$ cat src/rtl/alu_sched_pkg.sv
// Shared opcode encodings, scheduler state type and opcode classification
// for the round-robin ALU scheduler.
package alu_sched_pkg;

  localparam logic [3:0] OP_ADD  = 4'h0;
  localparam logic [3:0] OP_SUB  = 4'h1;
  localparam logic [3:0] OP_MUL  = 4'h2;
  localparam logic [3:0] OP_INC  = 4'h3;
  localparam logic [3:0] OP_DEC  = 4'h4;
  localparam logic [3:0] OP_PASS = 4'h5;
  localparam logic [3:0] OP_NOT  = 4'h6;
  localparam logic [3:0] OP_AND  = 4'h7;
  localparam logic [3:0] OP_OR   = 4'h8;
  localparam logic [3:0] OP_XOR  = 4'h9;
  localparam logic [3:0] OP_NAND = 4'hA;
  localparam logic [3:0] OP_NOR  = 4'hB;
  localparam logic [3:0] OP_XNOR = 4'hC;
  localparam logic [3:0] OP_SHL  = 4'hD;
  localparam logic [3:0] OP_SHR  = 4'hE;
  localparam logic [3:0] OP_DIV  = 4'hF;

  typedef enum logic [1:0] {
    IDLE,
    BUSY,
    RESP
  } state_e;

  function automatic logic is_multicycle(input logic [3:0] op);
    return (op == OP_MUL) || (op == OP_DIV);
  endfunction

endpackage

$ cat src/rtl/alu_rr_scheduler_if.sv
// Request/response bundle between client blocks and the ALU scheduler.
// rsp_err exists only when ALU_DIVZERO_ERR_EN is defined.
interface alu_rr_scheduler_if #(
  parameter int unsigned NREQ  = 4,
  parameter int unsigned WIDTH = 16,
  parameter int unsigned ID_W  = 2
);

  logic [NREQ-1:0]       req_valid;
  logic [NREQ-1:0]       req_ready;
  logic [4*NREQ-1:0]     req_opcode;
  logic [WIDTH*NREQ-1:0] req_a;
  logic [WIDTH*NREQ-1:0] req_b;
  logic                  rsp_valid;
  logic                  rsp_ready;
  logic [ID_W-1:0]       rsp_id;
  logic [2*WIDTH-1:0]    rsp_result;
`ifdef ALU_DIVZERO_ERR_EN
  logic                  rsp_err;

  modport master (
    output req_valid, req_opcode, req_a, req_b, rsp_ready,
    input  req_ready, rsp_valid, rsp_id, rsp_result, rsp_err
  );

  modport slave (
    input  req_valid, req_opcode, req_a, req_b, rsp_ready,
    output req_ready, rsp_valid, rsp_id, rsp_result, rsp_err
  );
`else
  modport master (
    output req_valid, req_opcode, req_a, req_b, rsp_ready,
    input  req_ready, rsp_valid, rsp_id, rsp_result
  );

  modport slave (
    input  req_valid, req_opcode, req_a, req_b, rsp_ready,
    output req_ready, rsp_valid, rsp_id, rsp_result
  );
`endif

endinterface

$ cat src/rtl/alu_rr_scheduler_core.sv
// Purely combinational ALU evaluator: opcode, a, b -> 2*WIDTH result plus
// a divide-by-zero indication.
module alu_core
  import alu_sched_pkg::*;
#(
  parameter int unsigned WIDTH = 16
) (
  input  logic [3:0]         opcode_i,
  input  logic [WIDTH-1:0]   a_i,
  input  logic [WIDTH-1:0]   b_i,
  output logic [2*WIDTH-1:0] result_o,
  output logic               divzero_o
);

  localparam logic [WIDTH:0] SHIFT_LIM = (WIDTH + 1)'(WIDTH);

  logic [WIDTH-1:0]   narrow;
  logic [2*WIDTH-1:0] wide;
  logic               use_wide;
  logic               shift_oor;

  assign shift_oor = ({1'b0, b_i} >= SHIFT_LIM);

  always_comb begin
    narrow    = '0;
    wide      = '0;
    use_wide  = 1'b0;
    divzero_o = 1'b0;
    case (opcode_i)
      OP_ADD: begin
        // Carry lands in bit WIDTH because the sum is formed at 2*WIDTH.
        wide     = {{WIDTH{1'b0}}, a_i} + {{WIDTH{1'b0}}, b_i};
        use_wide = 1'b1;
      end
      OP_SUB:  narrow = a_i - b_i;
      OP_MUL: begin
        wide     = {{WIDTH{1'b0}}, a_i} * {{WIDTH{1'b0}}, b_i};
        use_wide = 1'b1;
      end
      OP_INC:  narrow = a_i + WIDTH'(1);
      OP_DEC:  narrow = a_i - WIDTH'(1);
      OP_PASS: narrow = a_i;
      OP_NOT:  narrow = ~a_i;
      OP_AND:  narrow = a_i & b_i;
      OP_OR:   narrow = a_i | b_i;
      OP_XOR:  narrow = a_i ^ b_i;
      OP_NAND: narrow = ~(a_i & b_i);
      OP_NOR:  narrow = ~(a_i | b_i);
      OP_XNOR: narrow = ~(a_i ^ b_i);
      OP_SHL:  narrow = shift_oor ? '0 : (a_i << b_i);
      OP_SHR:  narrow = shift_oor ? '0 : (a_i >> b_i);
      OP_DIV: begin
        if (b_i == '0) begin
          narrow    = '1;
          divzero_o = 1'b1;
        end else begin
          narrow = a_i / b_i;
        end
      end
      default: narrow = '0;
    endcase
  end

  assign result_o = use_wide ? wide : {{WIDTH{1'b0}}, narrow};

endmodule

$ cat src/rtl/alu_rr_scheduler.sv
// Round-robin scheduler sharing one ALU among NREQ requesters.
// Define ALU_DIVZERO_ERR_EN to expose rsp_err for divide-by-zero.
module alu_rr_scheduler
  import alu_sched_pkg::*;
#(
  parameter int unsigned NREQ       = 4,
  parameter int unsigned WIDTH      = 16,
  parameter int unsigned MULDIV_LAT = 4,
  parameter int unsigned ID_W       = 2
) (
  input logic          clk,
  input logic          rst,
  input logic          en,
  alu_rr_scheduler_if.slave bus
);

  localparam int unsigned CNT_W = $clog2(MULDIV_LAT + 1);

  state_e             state_q;
  logic [ID_W-1:0]    ptr_q;
  logic [3:0]         op_q;
  logic [WIDTH-1:0]   a_q;
  logic [WIDTH-1:0]   b_q;
  logic [ID_W-1:0]    id_q;
  logic [CNT_W-1:0]   cnt_q;
  logic [CNT_W-1:0]   cnt_d;
  logic               rsp_valid_q;
  logic [ID_W-1:0]    rsp_id_q;
  logic [2*WIDTH-1:0] rsp_result_q;

  logic               grant_any;
  logic [ID_W-1:0]    grant_id;
  logic               grant_fire;
  logic [3:0]         grant_op;
  logic [2*WIDTH-1:0] alu_result;
  logic               alu_divzero;

  // Search from ptr+1 upward with wrap; the first hit wins.
  always_comb begin
    grant_any = 1'b0;
    grant_id  = '0;
    for (int unsigned k = 1; k <= NREQ; k++) begin
      int unsigned     idx;
      logic [ID_W-1:0] cand;
      idx  = (32'(ptr_q) + k) % NREQ;
      cand = ID_W'(idx);
      if (!grant_any && bus.req_valid[cand]) begin
        grant_any = 1'b1;
        grant_id  = cand;
      end
    end
  end

  assign grant_fire    = (state_q == IDLE) && en && !rst && grant_any;
  assign bus.req_ready = grant_fire ? (NREQ'(1) << grant_id) : '0;
  assign grant_op      = bus.req_opcode[4*grant_id +: 4];
  assign cnt_d         = is_multicycle(grant_op) ? CNT_W'(MULDIV_LAT) : CNT_W'(1);

  alu_core #(
    .WIDTH(WIDTH)
  ) u_core (
    .opcode_i (op_q),
    .a_i      (a_q),
    .b_i      (b_q),
    .result_o (alu_result),
    .divzero_o(alu_divzero)
  );

`ifdef ALU_DIVZERO_ERR_EN
  logic rsp_err_q;
  assign bus.rsp_err = rsp_err_q;
`else
  logic unused_divzero;
  assign unused_divzero = alu_divzero;
`endif

  always_ff @(posedge clk) begin
    if (rst) begin
      state_q      <= IDLE;
      ptr_q        <= ID_W'(NREQ - 1);
      op_q         <= '0;
      a_q          <= '0;
      b_q          <= '0;
      id_q         <= '0;
      cnt_q        <= '0;
      rsp_valid_q  <= 1'b0;
      rsp_id_q     <= '0;
      rsp_result_q <= '0;
`ifdef ALU_DIVZERO_ERR_EN
      rsp_err_q    <= 1'b0;
`endif
    end else begin
      case (state_q)
        IDLE: begin
          if (grant_fire) begin
            op_q    <= grant_op;
            a_q     <= bus.req_a[WIDTH*grant_id +: WIDTH];
            b_q     <= bus.req_b[WIDTH*grant_id +: WIDTH];
            id_q    <= grant_id;
            ptr_q   <= grant_id;
            cnt_q   <= cnt_d;
            state_q <= BUSY;
          end
        end
        BUSY: begin
          cnt_q <= cnt_q - CNT_W'(1);
          if (cnt_q == CNT_W'(1)) begin
            rsp_result_q <= alu_result;
            rsp_id_q     <= id_q;
`ifdef ALU_DIVZERO_ERR_EN
            rsp_err_q    <= alu_divzero;
`endif
            rsp_valid_q  <= 1'b1;
            state_q      <= RESP;
          end
        end
        RESP: begin
          if (bus.rsp_ready) begin
            rsp_valid_q <= 1'b0;
            state_q     <= IDLE;
          end
        end
        default: state_q <= IDLE;
      endcase
    end
  end

  assign bus.rsp_valid  = rsp_valid_q;
  assign bus.rsp_id     = rsp_id_q;
  assign bus.rsp_result = rsp_result_q;

endmodule

$ cat src/flat_wrapper.sv
// flat-port wrapper written by rule: the top's interface ports become plain ports
module alu_rr_scheduler_flat import alu_sched_pkg::*;
#(
  parameter int unsigned NREQ       = 4,
  parameter int unsigned WIDTH      = 16,
  parameter int unsigned MULDIV_LAT = 4,
  parameter int unsigned ID_W       = 2
)
  (clk, rst, en, bus_req_valid, bus_req_opcode, bus_req_a, bus_req_b, bus_rsp_ready, bus_req_ready, bus_rsp_valid, bus_rsp_id, bus_rsp_result);
  alu_rr_scheduler_if #(.NREQ(NREQ), .WIDTH(WIDTH), .ID_W(ID_W)) bus_i ();
  input logic clk;
  input logic rst;
  input logic en;
  input wire logic [$bits(bus_i.req_valid)-1:0] bus_req_valid;
  input wire logic [$bits(bus_i.req_opcode)-1:0] bus_req_opcode;
  input wire logic [$bits(bus_i.req_a)-1:0] bus_req_a;
  input wire logic [$bits(bus_i.req_b)-1:0] bus_req_b;
  input wire logic [$bits(bus_i.rsp_ready)-1:0] bus_rsp_ready;
  output wire logic [$bits(bus_i.req_ready)-1:0] bus_req_ready;
  output wire logic [$bits(bus_i.rsp_valid)-1:0] bus_rsp_valid;
  output wire logic [$bits(bus_i.rsp_id)-1:0] bus_rsp_id;
  output wire logic [$bits(bus_i.rsp_result)-1:0] bus_rsp_result;
  assign bus_i.req_valid = bus_req_valid;
  assign bus_i.req_opcode = bus_req_opcode;
  assign bus_i.req_a = bus_req_a;
  assign bus_i.req_b = bus_req_b;
  assign bus_i.rsp_ready = bus_rsp_ready;
  assign bus_req_ready = bus_i.req_ready;
  assign bus_rsp_valid = bus_i.rsp_valid;
  assign bus_rsp_id = bus_i.rsp_id;
  assign bus_rsp_result = bus_i.rsp_result;
  alu_rr_scheduler #(.NREQ(NREQ), .WIDTH(WIDTH), .MULDIV_LAT(MULDIV_LAT), .ID_W(ID_W)) u_core (.clk(clk), .rst(rst), .en(en), .bus(bus_i));
endmodule
$ cat config.mk
export PLATFORM = sky130hd
export DESIGN_NAME = alu_rr_scheduler_flat
export DESIGN_NICKNAME = d
export VERILOG_FILES = /design/src/rtl/alu_sched_pkg.sv /design/src/rtl/alu_rr_scheduler_if.sv /design/src/rtl/alu_rr_scheduler_core.sv /design/src/rtl/alu_rr_scheduler.sv /design/src/flat_wrapper.sv
export SDC_FILE = /design/constraint.sdc
export NUM_CORES = 2
export LEC_CHECK = 0
export ABC_AREA = 1
export BUFFER_PORTS_ARGS = -buffer_cell sky130_fd_sc_hd__buf_2
export CAP_MARGIN = 10
export CORE_MARGIN = 5
export CORE_UTILIZATION = 40
export DETAILED_ROUTE_END_ITERATION = 16
export PLACE_DENSITY_LB_ADDON = 0.08
export SYNTH_ARGS = -nofsm -noshare
export SYNTH_HDL_FRONTEND = slang
export SYNTH_HIERARCHICAL = 1
export SYNTH_SLANG_ARGS = --single-unit
$ cat constraint.sdc
create_clock -name clk -period 51.6 [get_ports clk]
set_clock_uncertainty 0.2 [all_clocks]
set_input_delay 2.58 -clock clk [delete_from_list [all_inputs] [get_ports clk]]
set_output_delay 2.58 -clock clk [all_outputs]
set_load 0.02 [all_outputs]
Yosys cells after proc, flatten, opt, wreduce, memory -nomap -nowiden --
Index checks and enable logic that the tools add are counted. Widths: inputs -> output; s select.
Storage, ports and cells: bits in registers 80, latch bits 0, bits in writable memories 0, memory bits (read-only) 0, bits of input ports 152, output and inout port bits 39, word-level logic and storage cells 118, memories 0
Cells by class: add/subtract/negate cells 9, multiply operators 1, divide/modulo/power cells 1, $lt $le $gt $ge 5, equal/unequal tests 23, shifts and indexed selects 6, multiplexer cells 34, bitwise gates (word level) 7, reductions and logical operators 22
Operators by type and width (number):
- $pmux 16 s14 | 1
- $shiftx 64x7->16 | 2
- $not 16->16 | 4
- $pmux 32 s2 | 1
- $mux 16 | 3
- $eq 4x4->1 const B | 9
- $mul 16x16->32 | 1
- $mux 32 | 1
- $add 16x16->17 | 1
- $add 16x1->16 const B | 1
- $and 16x16->16 | 1
- $div 16x16->16 | 1
- $eq 4x3->1 const B | 4
- $ge 16x5->1 const B | 1
- $logic_not 16->1 | 1
- $or 16x16->16 | 1
- $shiftx 16x5->4 | 1
- $shl 16x16->16 | 1
- $shr 16x16->16 | 1
- $sub 16x1->16 const B | 1
- $sub 16x16->16 | 1
- $xor 16x16->16 | 1
- $mux 2 | 7
- $eq 4x2->1 const B | 3
- other kinds (27) | 59

Longest topological paths before layout --
word-level depth 19, gate-level depth with buffers 204

Cells and area by module --
The synthesis kept the hierarchy.
By module, submodules not included:
- alu_core | times used 1, cells each 3043, area each 19653.8 um^2
- alu_rr_scheduler | times used 1, cells each 669, area each 4227.8 um^2

Worst setup path after synthesis --
Ideal clock, no wire load.
kind reg2reg, from register u_core.b_q[0], to register u_core.rsp_result_q[0], in the netlist u_core/bus.rsp_result[0], data arrival time 22.354 ns, slack 28.930 ns, cell stages (with the launch flop) 197, buffers on the path 5, period minus slack after synthesis 22.670 ns, path through dfxtp_1 clkinv_1 clkbuf_1 ha_1 nor2_1 nor2_1 nand3_1 nand2_1 nand2_1 inv_1 ha_1 nand2_1 nand2_1 nand2_1 nor2_1 nand2_1 nand2_2 nand2_1 [... 161 more ...] nor2_1 o21a_1 o21ai_0 nand2_1 nand2_1 nand2_1 nand2_1 nand2_1 a21oi_1 o211ai_1 nand4_1 nand3_1 nand2_1 nand3_1 a21oi_1 nand2_1 o21ai_0 nor2_1
On the way: longest elaborated chain between the ends 4, elaborated cells between the ends (all ways) 20, those cells by class add/sub (2); mul (1); div (1); order compare (1); shift (2); mux (6); bitwise (6); reduce/logical (1)
RTL lines:
- from (decl) | RTL line alu_rr_scheduler.sv:23 | logic [WIDTH-1:0] b_q;
- from (signal assigned) | RTL line alu_rr_scheduler.sv:98 | b_q <= bus.req_b[WIDTH*grant_id +: WIDTH];
- $div 16x16->16 (tied with other cells) | RTL line alu_rr_scheduler_core.sv:57 | narrow = a_i / b_i;
- $mux 16 (tied with other cells) | RTL line alu_rr_scheduler_core.sv:53 | if (b_i == '0) begin
- $pmux 16 s14 | RTL line alu_rr_scheduler_core.sv:29 | case (opcode_i)
- $mux 32 * | RTL line alu_rr_scheduler_core.sv:64 | assign result_o = use_wide ? wide : {{WIDTH{1'b0}}, narrow};
- via u_core.alu_result[0] | RTL line alu_rr_scheduler.sv:35 | logic [2*WIDTH-1:0] alu_result;
- to (signal assigned) | RTL line alu_rr_scheduler.sv:108 | rsp_result_q <= alu_result;
- to (decl) | RTL line alu_rr_scheduler.sv:29 | logic [2*WIDTH-1:0] rsp_result_q;
Mark *: on every way through the listed nets, which the timed path passes. The rest lies on a longest branch. A chain may end at the register's enable or synchronous reset.

Worst setup path after layout --
Same ends and word-level chain as after synthesis.

==> results by group <==
Placement
  – DP HPWL: 68.8 mm
  – Placer Congestion: 1.02
  – Placed Area: 25500 µm²
  – Port bufs: 190

Timing
  – Post-route minimum period: 27.26 ns
  – Final Max Slew Viols: 0
  – FMAX: 0.0367 GHz
  – Fin Setup TNS: 0 ns
  – RSZ-0062 raised after global routing: no
  – Final Cycle Share: 0.528
  – Final setup viols: 0
  – Slew headroom: 0.314
  – Hold violation count in the final report: 0
  – Worst-Margin Slew: 1.02 ns

Drt
  – Pre-Repair DR Iteration Count: 6
  – # DRC: 0
  – Final wirelength: 89.8 mm
  – Via density per instance: 5.31
  – Iter 0 DRT Violations: 2037
  – Antenna Nets Post-Route: 0
  – Routed WL per cell: 19.5 µm
  – Detailed-route via count: 24400

Logic synthesis
  – Area share of and/or/nand/nor cells after synthesis: 0.298
  – Post-Synth XOR/XNOR Area: 0.0290
  – Most frequent cells after synthesis: nand2_1 (971), inv_1 (641), ha_1 (293)
  – Mapped Cells: 3712
  – Share of synthesized registers carrying an async set or reset: 0
  – Share of the synthesized area in the top cell type: 0.164
  – Syn Area/Cell: 6.43 µm²
  – Top-count cell post-synth: nand2_1
  – Sequential share of the synthesized area: 0.0671
  – Synth Area in Compound Gates: 0.152
  – EDFF count, synth: 0
  – Most used DFF post-synth: dfxtp_1
  – Synthesized-area fraction occupied by adder cells: 0.318
  – Mapped Nets: 4353
  – Largest area contributor in the netlist: fa_1
  – Distinct cells, synth: 69
  – Largest family of logic cells by synthesized area: adder cells
  – Netlist Area Pre-Place: 23900 µm²
  – Synthesis Warnings: 6
  – Synth Register Bits: 80
  – Largest cells by area after synthesis: fa_1 (16%), ha_1 (15%), nand2_1 (15%)
  – Mux contribution to synthesized area: 0

Clock network
  – Worst-skew pair later-pin latency: 0.36 ns
  – Hold_buf cts: 0
  – Root Driver: clkbuf_16
  – TritonCTS Buffers: 9
  – CTS tree: built
  – Post_cts resized: 0
  – Clk pin slew, worst setup/hold paths: 0.07 ns
  – Worst-case clock buffer depth: 2
  – Setup bufs post-CTS: 0
  – CTS H-tree lvls: 3
  – Clock Sinks: 80

Floorplan
  – Die X: 254 µm
  – Ports: 191
  – Die area: 64700 µm²
  – Starting Density: 0.404
  – Die Span Y: 254 µm
  – CORE AREA: 59100 µm²
  – FP Rows: 89

Layout
  – Post-Layout Inst Area: 25800 µm²
  – Nets: 4459
  – Syn-to-layout area delta: 7.90%
  – Diodes inserted: 0
  – Sequential cell area: 1600 µm²
  – Layout cell share with drive strength beyond 1: 0.111
  – Final Core Density: 0.436
  – Fill cells: 6453
  – Area of the multi-input gates: 19000 µm²

Setup path
  – Critical path fanouts, max: 40
  – CP most frequent cell: nand2_1
  – Worst path required time: 51.64 ns
  – Crit path DAT: 27.30 ns
  – Endpoint class of the critical path: flip-flop
  – CP max stage cell: buf_4
  – Startpoint types: flip-flop
  – Crit path largest cell delay: 0.45 ns
  – CP Class: flip-flop to flip-flop

Outcome
  – Status: finished, final reports clean

Global route
  – Vias in the first global route: 23400
  – Initial antenna violation count: 4
  – Largest net degree at the start of global routing: 52
  – First-pass GRT wire length: 138 mm
  – GR Overflow Total: 0
  – All-Layer GR Usage: 0.272

Min path
  – Worst min path class: flip-flop to flip-flop

Run
  – Maximum capacitance violations: 0
-- sequential cells by signal (all words and copies together) (netlist names) --
signal,flops
u_core/id_q,2
u_core/ptr_q,2
u_core/cnt_q,3
u_core/a_q,16
u_core/bus.rsp_valid,1
u_core/b_q,16
u_core/state_q,2
u_core/op_q,4
u_core/bus.rsp_id,2
u_core/bus.rsp_result,32
-- placed cells by master, fill, tap and decap left out, types with 13 or more instances in the layout --
master and count:
nand2_1 971, inv_1 641, ha_1 293, nor2_1 285
o21ai_0 204, fa_1 196, buf_2 190, a21oi_1 176
nand3_1 130, dfxtp_1 80, o21ai_1 55, nand4_1 54
xor2_1 53, buf_4 52, nand3_2 38, or2_2 29
nand2_2 28, xnor2_1 26, nor3_1 24, o211ai_1 22
and2_1 22, o22ai_1 22, inv_2 20, o2111ai_1 18
nor4_1 15, a221oi_1 14, o21ai_2 13
-- path summary, 6_finish.rpt --
path / cells after the start / slack (ns) / start / end
max: 194 / 24.34 / u_core/b_q[0] / u_core/bus.rsp_result[0]
min: 2 / 0.26 / u_core/id_q[1] / u_core/id_q[1]
max reg2reg: 194 / 24.34 / u_core/b_q[0] / u_core/bus.rsp_result[0]
min reg2reg: 2 / 0.26 / u_core/id_q[1] / u_core/id_q[1]
-- area by class of cell --
type	count	area share
clock buffers	9	0.00874
well taps	773	0.0375
clock inverters	7	0.00306
multi-input cells	2814	0.739
repair buffers	242	0.0521
flip-flops and latches	80	0.0622
inverters	671	0.0979
-- per-stage QoR --
step	setup WS, ns	hold WS, ns	std cells
after floorplan	28.93	0.239	3712
after global placement	24.87	0.253	4580
after detailed placement	24.59	0.256	4580
after CTS	24.53	0.266	4596
after global routing	21.05	0.286	4596
final	24.34	0.264	4596
-- layer usage --
metal / GRT usage / part of all wire
met5: 0 / 0.00043
met4: 0.0718 / 0.029
met3: 0.0521 / 0.081
met2: 0.426 / 0.43
met1: 0.387 / 0.46
-- kinds of logic (layout without fill, tap and decap cells) --
family                     Yosys count  in the layout
and+or+nand+nor                   1631           1631
AOI/OAI and AO/OA                  615            615
DFF                                 80             80
buffers and inverters              818            929
adders and majority gates          489            489
xor gates and xnor gates            79             79
-- worst max-delay path: cells and delay by family (launching register included) --
kind / cells / cell delay, ns
xor+xnor: 2 / 0.30
simple gates: 110 / 11.33
fa+ha+maj: 16 / 4.92
buf+inv: 25 / 3.37
flops: 1 / 0.31
compound gates: 41 / 6.61
Power is not shown: default switching activity piles up to over one toggle a cycle in this logic, so the estimate is an artifact.
